--- src/rtl/nebula_pqc_key_streamer.sv ---
// Captures keygen public/secret key buses on the key_done rising edge and streams them LS-word first.
// Optional build macro: NEBULA_KEYSTREAM_ZEROIZE_EN (clears SK shadow after use, zeroes idle m_data).
module nebula_pqc_key_streamer #(
    parameter int unsigned WORD_W = 32,
    parameter int unsigned PK_W   = 512,
    parameter int unsigned SK_W   = 1024
) (
    input  logic              clk,
    input  logic              reset_n,
    input  logic              key_done,
    input  logic [PK_W-1:0]   public_key,
    input  logic [SK_W-1:0]   secret_key,
    input  logic              sk_enable,
    input  logic              flush,
    input  logic              clr_overrun,
    output logic [WORD_W-1:0] m_data,
    output logic              m_valid,
    input  logic              m_ready,
    output logic              m_last,
    output logic              m_sel,
    output logic              busy,
    output logic              overrun
);

    localparam int unsigned PK_WORDS  = PK_W / WORD_W;
    localparam int unsigned SK_WORDS  = SK_W / WORD_W;
    localparam int unsigned MAX_WORDS = (PK_WORDS > SK_WORDS) ? PK_WORDS : SK_WORDS;
    localparam int unsigned CW        = (MAX_WORDS > 1) ? $clog2(MAX_WORDS) : 1;
    localparam int unsigned PK_IW     = (PK_WORDS > 1) ? $clog2(PK_WORDS) : 1;
    localparam int unsigned SK_IW     = (SK_WORDS > 1) ? $clog2(SK_WORDS) : 1;
    localparam logic [CW-1:0] PK_LAST = CW'(PK_WORDS - 1);
    localparam logic [CW-1:0] SK_LAST = CW'(SK_WORDS - 1);

    typedef enum logic [1:0] {S_IDLE, S_PK, S_SK} state_t;

    state_t            state, state_d;
    logic              key_done_q;
    logic              sk_en_l;
    logic [CW-1:0]     cnt;
    logic [CW-1:0]     cnt_n;
    logic [WORD_W-1:0] pk_sh [PK_WORDS];
    logic [WORD_W-1:0] sk_sh [SK_WORDS];
    logic              rise;
    logic              xfer;
    logic              capture;

    assign rise    = key_done & ~key_done_q;
    assign xfer    = m_valid & m_ready;
    assign capture = (state == S_IDLE) & rise & ~flush;
    assign cnt_n   = cnt + CW'(1);
    assign busy    = (state != S_IDLE);

    always_ff @(posedge clk or negedge reset_n) begin
        if (!reset_n) state <= S_IDLE;
        else          state <= state_d;
    end

    always_comb begin
        state_d = state;
        if (flush) begin
            state_d = S_IDLE;
        end else begin
            case (state)
                S_IDLE: if (rise) state_d = S_PK;
                S_PK:   if (xfer && cnt == PK_LAST) state_d = sk_en_l ? S_SK : S_IDLE;
                S_SK:   if (xfer && cnt == SK_LAST) state_d = S_IDLE;
                default: state_d = S_IDLE;
            endcase
        end
    end

    // The next word is registered on each handshake so the stream runs at one word per cycle.
    always_ff @(posedge clk or negedge reset_n) begin
        if (!reset_n) begin
            key_done_q <= 1'b0;
            overrun    <= 1'b0;
            sk_en_l    <= 1'b0;
            cnt        <= '0;
            m_data     <= '0;
            m_valid    <= 1'b0;
            m_last     <= 1'b0;
            m_sel      <= 1'b0;
            pk_sh      <= '{default: '0};
            sk_sh      <= '{default: '0};
        end else begin
            key_done_q <= key_done;
            if (rise && busy && !flush) overrun <= 1'b1;
            else if (clr_overrun)       overrun <= 1'b0;

            if (flush) begin
                cnt     <= '0;
                m_valid <= 1'b0;
                m_last  <= 1'b0;
                m_sel   <= 1'b0;
`ifdef NEBULA_KEYSTREAM_ZEROIZE_EN
                sk_sh   <= '{default: '0};
                m_data  <= '0;
`endif
            end else if (capture) begin
                for (int unsigned i = 0; i < PK_WORDS; i++)
                    pk_sh[i] <= public_key[i*WORD_W +: WORD_W];
                for (int unsigned i = 0; i < SK_WORDS; i++)
`ifdef NEBULA_KEYSTREAM_ZEROIZE_EN
                    sk_sh[i] <= sk_enable ? secret_key[i*WORD_W +: WORD_W] : '0;
`else
                    sk_sh[i] <= secret_key[i*WORD_W +: WORD_W];
`endif
                sk_en_l <= sk_enable;
                cnt     <= '0;
                m_data  <= public_key[WORD_W-1:0];
                m_valid <= 1'b1;
                m_sel   <= 1'b0;
                m_last  <= (PK_WORDS == 1) && !sk_enable;
            end else if (xfer) begin
                if (state == S_PK) begin
                    if (cnt == PK_LAST) begin
                        cnt <= '0;
                        if (sk_en_l) begin
                            m_data <= sk_sh[0];
                            m_sel  <= 1'b1;
                            m_last <= (SK_WORDS == 1);
                        end else begin
                            m_valid <= 1'b0;
                            m_last  <= 1'b0;
`ifdef NEBULA_KEYSTREAM_ZEROIZE_EN
                            m_data  <= '0;
`endif
                        end
                    end else begin
                        cnt    <= cnt_n;
                        m_data <= pk_sh[cnt_n[PK_IW-1:0]];
                        m_last <= (cnt_n == PK_LAST) && !sk_en_l;
                    end
                end else begin
                    if (cnt == SK_LAST) begin
                        cnt     <= '0;
                        m_valid <= 1'b0;
                        m_last  <= 1'b0;
                        m_sel   <= 1'b0;
`ifdef NEBULA_KEYSTREAM_ZEROIZE_EN
                        sk_sh   <= '{default: '0};
                        m_data  <= '0;
`endif
                    end else begin
                        cnt    <= cnt_n;
                        m_data <= sk_sh[cnt_n[SK_IW-1:0]];
                        m_last <= (cnt_n == SK_LAST);
                    end
                end
            end
        end
    end

endmodule

--- config.mk ---
export PLATFORM = sky130hd
export DESIGN_NAME = nebula_pqc_key_streamer
export DESIGN_NICKNAME = d
export VERILOG_FILES = /design/src/rtl/nebula_pqc_key_streamer.sv
export SDC_FILE = /design/constraint.sdc
export NUM_CORES = 2
export LEC_CHECK = 0
export CORE_AREA = 2 2 622 624
export CTS_CLUSTER_DIAMETER = 40
export DETAILED_ROUTE_END_ITERATION = 8
export DIE_AREA = 0 0 624 626
export GPL_TIMING_DRIVEN = 1
export PLACE_DENSITY = 0.43
export SLEW_MARGIN = 20
export SYNTH_ARGS = -nofsm -noshare
export SYNTH_HDL_FRONTEND = slang
export SYNTH_SLANG_ARGS = --single-unit
--- constraint.sdc ---
create_clock -name clk -period 8.3 [get_ports clk]
set_clock_uncertainty 0.05 [all_clocks]
set_input_delay 1.245 -clock clk [delete_from_list [all_inputs] [get_ports clk]]
set_output_delay 1.245 -clock clk [all_outputs]
set_load 0.05 [all_outputs]
==> impl.org <==
** Power and ir drop
- Power share of the sequential group :: 33.9%
- Clock share of power :: 49.9%
- Power density over cell area :: 288.1 nW/µm²
- IR analysis of the VDD net gives a maximum drop of 159.2 µV.
- Leakage :: 0.05207 µW
- For this design the total switching power over the nets is 9265 µW.
- Total Power :: 30960 µW
- Sw Ratio :: 29.92%
- Combinational logic burns 16.3% of the power.
- Internal cell power :: 21700 µW

** Routing
- Drt initial violations :: 5391
- For this run, design rule violations remaining after detail routing come to 0.
- Average wire length per cell after detail routing :: 29.63 µm
- Number of nets with antenna violations after detailed routing :: 0
- Total Routed Length :: 450.6 mm
- Using the TritonRoute via totals, the vias-per-cell ratio works out to 4.356.
- Number of vias in the routed layout :: 66250
- The first TritonRoute pass finished after 6 iterations.

** Floorplanning
- Total number of placement rows :: 228
- Vertical extent of the die :: 626 µm
- 1580 I/O pins were placed.
- Initial Utilization :: 18.88%
- Standard cell core area :: 384300 µm²
- Die area :: 390600 µm²
- From left edge to right edge, the die measures 624 µm.

** Synth
- By count the netlist is led by 4894 x sky130_fd_sc_hd__nand2_1, 1581 x sky130_fd_sc_hd__dfrtp_1, 397 x sky130_fd_sc_hd__clkbuf_1, 261 x sky130_fd_sc_hd__mux2i_1, 250 x sky130_fd_sc_hd__mux4_2.
- Summed over all instances, the cell type with the most area after synthesis is sky130_fd_sc_hd__dfrtp_1.
- Among all cell types in the netlist, the one instantiated most often is sky130_fd_sc_hd__nand2_1.
- The synthesized netlist contains 59 unique library cells.
- Yosys printed 0 warnings.
- Post-Synthesis Cell Area :: 72550 µm²
- Share of the synthesized area in the top cell type :: 54.53%
- Average cell area after synthesis :: 8.864 µm²
- Main synth FF type :: sky130_fd_sc_hd__dfrtp_1
- EDFF count, synth :: 0
- Synthesis produced a netlist with a net count of 9733.
- After synthesis the netlist holds a flip-flop and latch count of 1581.
- Post-synthesis sequential area ratio :: 54.53%
- Ranking of synthesized cells by area :: sky130_fd_sc_hd__dfrtp_1 55%, sky130_fd_sc_hd__nand2_1 25%, sky130_fd_sc_hd__mux4_2 7.8%, sky130_fd_sc_hd__mux2i_1 3.6%, sky130_fd_sc_hd__clkbuf_1 2.1%
- Gate count after technology mapping :: 8185
- Share of flip-flops with an asynchronous set or reset :: 100.0%

** Final layout
- Ratio of cells with drive above 1 in the final layout :: 10.24%
- From synthesis to final layout, the design area changed by 48.14%.
- Final nets :: 11260
- The finished layout holds 15210 standard cells, fillers aside.
- Cells fill 27.97% of the core in the end.

** Place
- The HPWL after detailed placement is 349.3 mm.
- The number of placed instances, taps included, is 14400.
- Number of port buffers :: 1579
- The congestion estimate from routability-driven global placement came to 0.8679.

** Timing
- Derived from the worst setup path, the maximum achievable clock frequency is 0.1983 GHz.
- The tightest hold path in the finished design has a slack of 207.8 ps.
- Final worst-path cycle share :: 60.76%
- Setup violations remaining at the end of the flow were counted as 0.
- Crit path time final :: 5043 ps
- Slew at the pin closest to its max-slew limit :: 1265 ps
- The final-report hold violation count is 0.
- The final number of max-transition violations is 0.
- RSZ-0062 raised after global routing :: false
- Relative slew margins :: 15.67%
- Setup total negative slack on the finished layout was measured at 0 ps.

** Global route
- Across every metal layer, demand over resource in global routing totals 22.38%.
- The number of antenna violations at the first check in global routing was 346.
- Global routing finished with a remaining overflow of 0.
- Via count of the first global-routing pass :: 66800
- The first global-routing pass estimated 596.6 mm of wire.
- Largest net degree at the start of global routing :: 196

** CTS
- Clock latency on the worst-skew pair, taken at its later pin, is 970 ps.
- No sink is reached through more buffers than the 4 on the longest clock path.
- The cell sitting at the root of the clock tree is a sky130_fd_sc_hd__clkbuf_16.
- CTS tree :: yes
- The number of gates resized after CTS was 0.
- CTS saw 1581 sinks.
- Hold repair after CTS inserted 0 buffers.
- Clk pin slew, worst setup/hold paths :: 40 ps
- Counting the buffers created by CTS gives 366.
- Number of levels the H-tree was split into :: 5
- Count of buffers added by post-CTS timing repair for setup :: 0

** Setup path
- Slowest CP cell :: sky130_fd_sc_hd__ha_4
- Worst setup path class :: register to register
- The worst setup path is launched from a register.
- At the worst endpoint, the required time is 9110 ps.
- Along the worst path, the maximum fanout reaches 100.
- The signal on the critical path passes through inv_2 -> buf_4 -> ha_4 -> buf_12 -> mux4_2 -> nand2_1 -> and3_1 -> a31oi_1 -> a221o_1.
- The largest single stage delay on the critical path is 900 ps.
- At the worst endpoint, the arrival time is 5860 ps.
- Endpoint class of the critical path :: register

** Outcome
- Result of the run :: complete, no violations

** Worst hold path
- The tightest min-delay check is of the input pin to async pin type.

** Flow run
- The tool flagged a number of max-cap violations equal to 0.
-- state kept, by name, summed over array words and instances, names as in the netlist --
name and flops:
m_valid 1, key_done_q 1, cnt 5, pk_sh 512, m_data 32, state 2, m_last 1, sk_en_l 1
sk_sh 1024, m_sel 1, overrun 1
-- metal layers --
metal  vias up  share of wire, %  GRT usage, %
li1      29700                 -             -
met1     33070                41         27.76
met2      2393                48         36.98
met3       951               6.0         4.812
met4       138               4.9         10.51
met5         -              0.19             0
-- cells by family (layout without fill, tap and decap cells) --
family	count (synthesis)	count (layout)	synth area share [%]
compound gates	337	337	3.358
xor+xnor	4	4	0.06900
fa+ha+maj	5	5	0.08623
buf+inv	545	2373	3.061
flops	1581	1581	54.53
mux	519	519	11.49
other cells	0	135	0
simple gates	5194	5194	27.41
-- path summary, 6_finish.rpt --
check	depth (start not counted)	slack, ps	start	to
worst max-delay path	9	3260	cnt[0]	m_data[4]
worst min-delay path	1	210	reset_n	sk_sh[6]
worst max register to register	9	3260	cnt[0]	m_data[4]
worst min register to register	2	410	sk_sh[990]	sk_sh[990]
max in group asynchronous	3	6030	reset_n	sk_sh[690]
min in group clk	2	410	sk_sh[990]	sk_sh[990]
-- cell usage in the layout (no fill, tap or decap), types with 8 or more instances in the layout --
cell and count:
sky130_fd_sc_hd__inv_1 10, sky130_fd_sc_hd__clkbuf_16 367, sky130_fd_sc_hd__nand2_1 4894, sky130_fd_sc_hd__mux2_2 8, sky130_fd_sc_hd__clkinv_2 66, sky130_fd_sc_hd__buf_4 72, sky130_fd_sc_hd__a22oi_1 133, sky130_fd_sc_hd__dfrtp_1 1580
sky130_fd_sc_hd__o21ai_0 25, sky130_fd_sc_hd__clkinv_4 14, sky130_fd_sc_hd__nor2_1 61, sky130_fd_sc_hd__inv_6 10, sky130_fd_sc_hd__a221o_1 23, sky130_fd_sc_hd__a31oi_1 26, sky130_fd_sc_hd__clkbuf_8 61, sky130_fd_sc_hd__mux4_2 250
sky130_fd_sc_hd__o31ai_1 24, sky130_fd_sc_hd__and3_1 26, sky130_fd_sc_hd__nand3_1 175, sky130_fd_sc_hd__mux2i_1 261, sky130_fd_sc_hd__bufinv_16 51, sky130_fd_sc_hd__buf_12 39, sky130_fd_sc_hd__diode_2 135, sky130_fd_sc_hd__clkdlybuf4s50_1 1578
sky130_fd_sc_hd__clkbuf_1 42, sky130_fd_sc_hd__o211ai_1 27, sky130_fd_sc_hd__clkinv_16 16, sky130_fd_sc_hd__clkinvlp_4 39, sky130_fd_sc_hd__a21oi_1 37
-- stage by stage --
step	cell area [µm²]	setup slack [ps]
2_1_floorplan	72550	5232
3_3_place_gp	94000	3109
3_5_place_dp	94000	3069
4_1_cts	107100	3085
5_1_grt	107300	3108
6_report	107500	3257
-- worst max-delay path, delay by kind of cell, from the launching register on --
kind	cells	cell delay (ps)
flops	1	830
mux	1	450
simple gates	2	360
buf+inv	3	890
compound gates	2	1190
fa+ha+maj	1	900
-- cell type report --
| cell class | instances | area, µm² |
|---|---|---|
| Sequential cell | 1581 | 39570 |
| Clock inverter | 202 | 2950 |
| Timing Repair Buffer | 1690 | 17140 |
| Tap cell | 5060 | 6331 |
| Antenna cell | 135 | 337.8 |
| Fill cell | 41000 | 276800 |
| Multi-Input combinational cell | 6059 | 30930 |
| Clock buffer | 470 | 10180 |
| Inverter | 11 | 41.29 |
-- power groups by stage --
stage | sequential (µW) | clock, µW | combinational [µW]
3_5_place_dp | 10600 | 0 | 5130
4_1_cts | 10500 | 15700 | 5160
3_3_place_gp | 10600 | 0 | 5080
2_1_floorplan | 10200 | 0 | 2410
6_report | 10500 | 15400 | 5040
5_1_grt | 10700 | 16000 | 5540
Power figures use the tool's default switching activity.
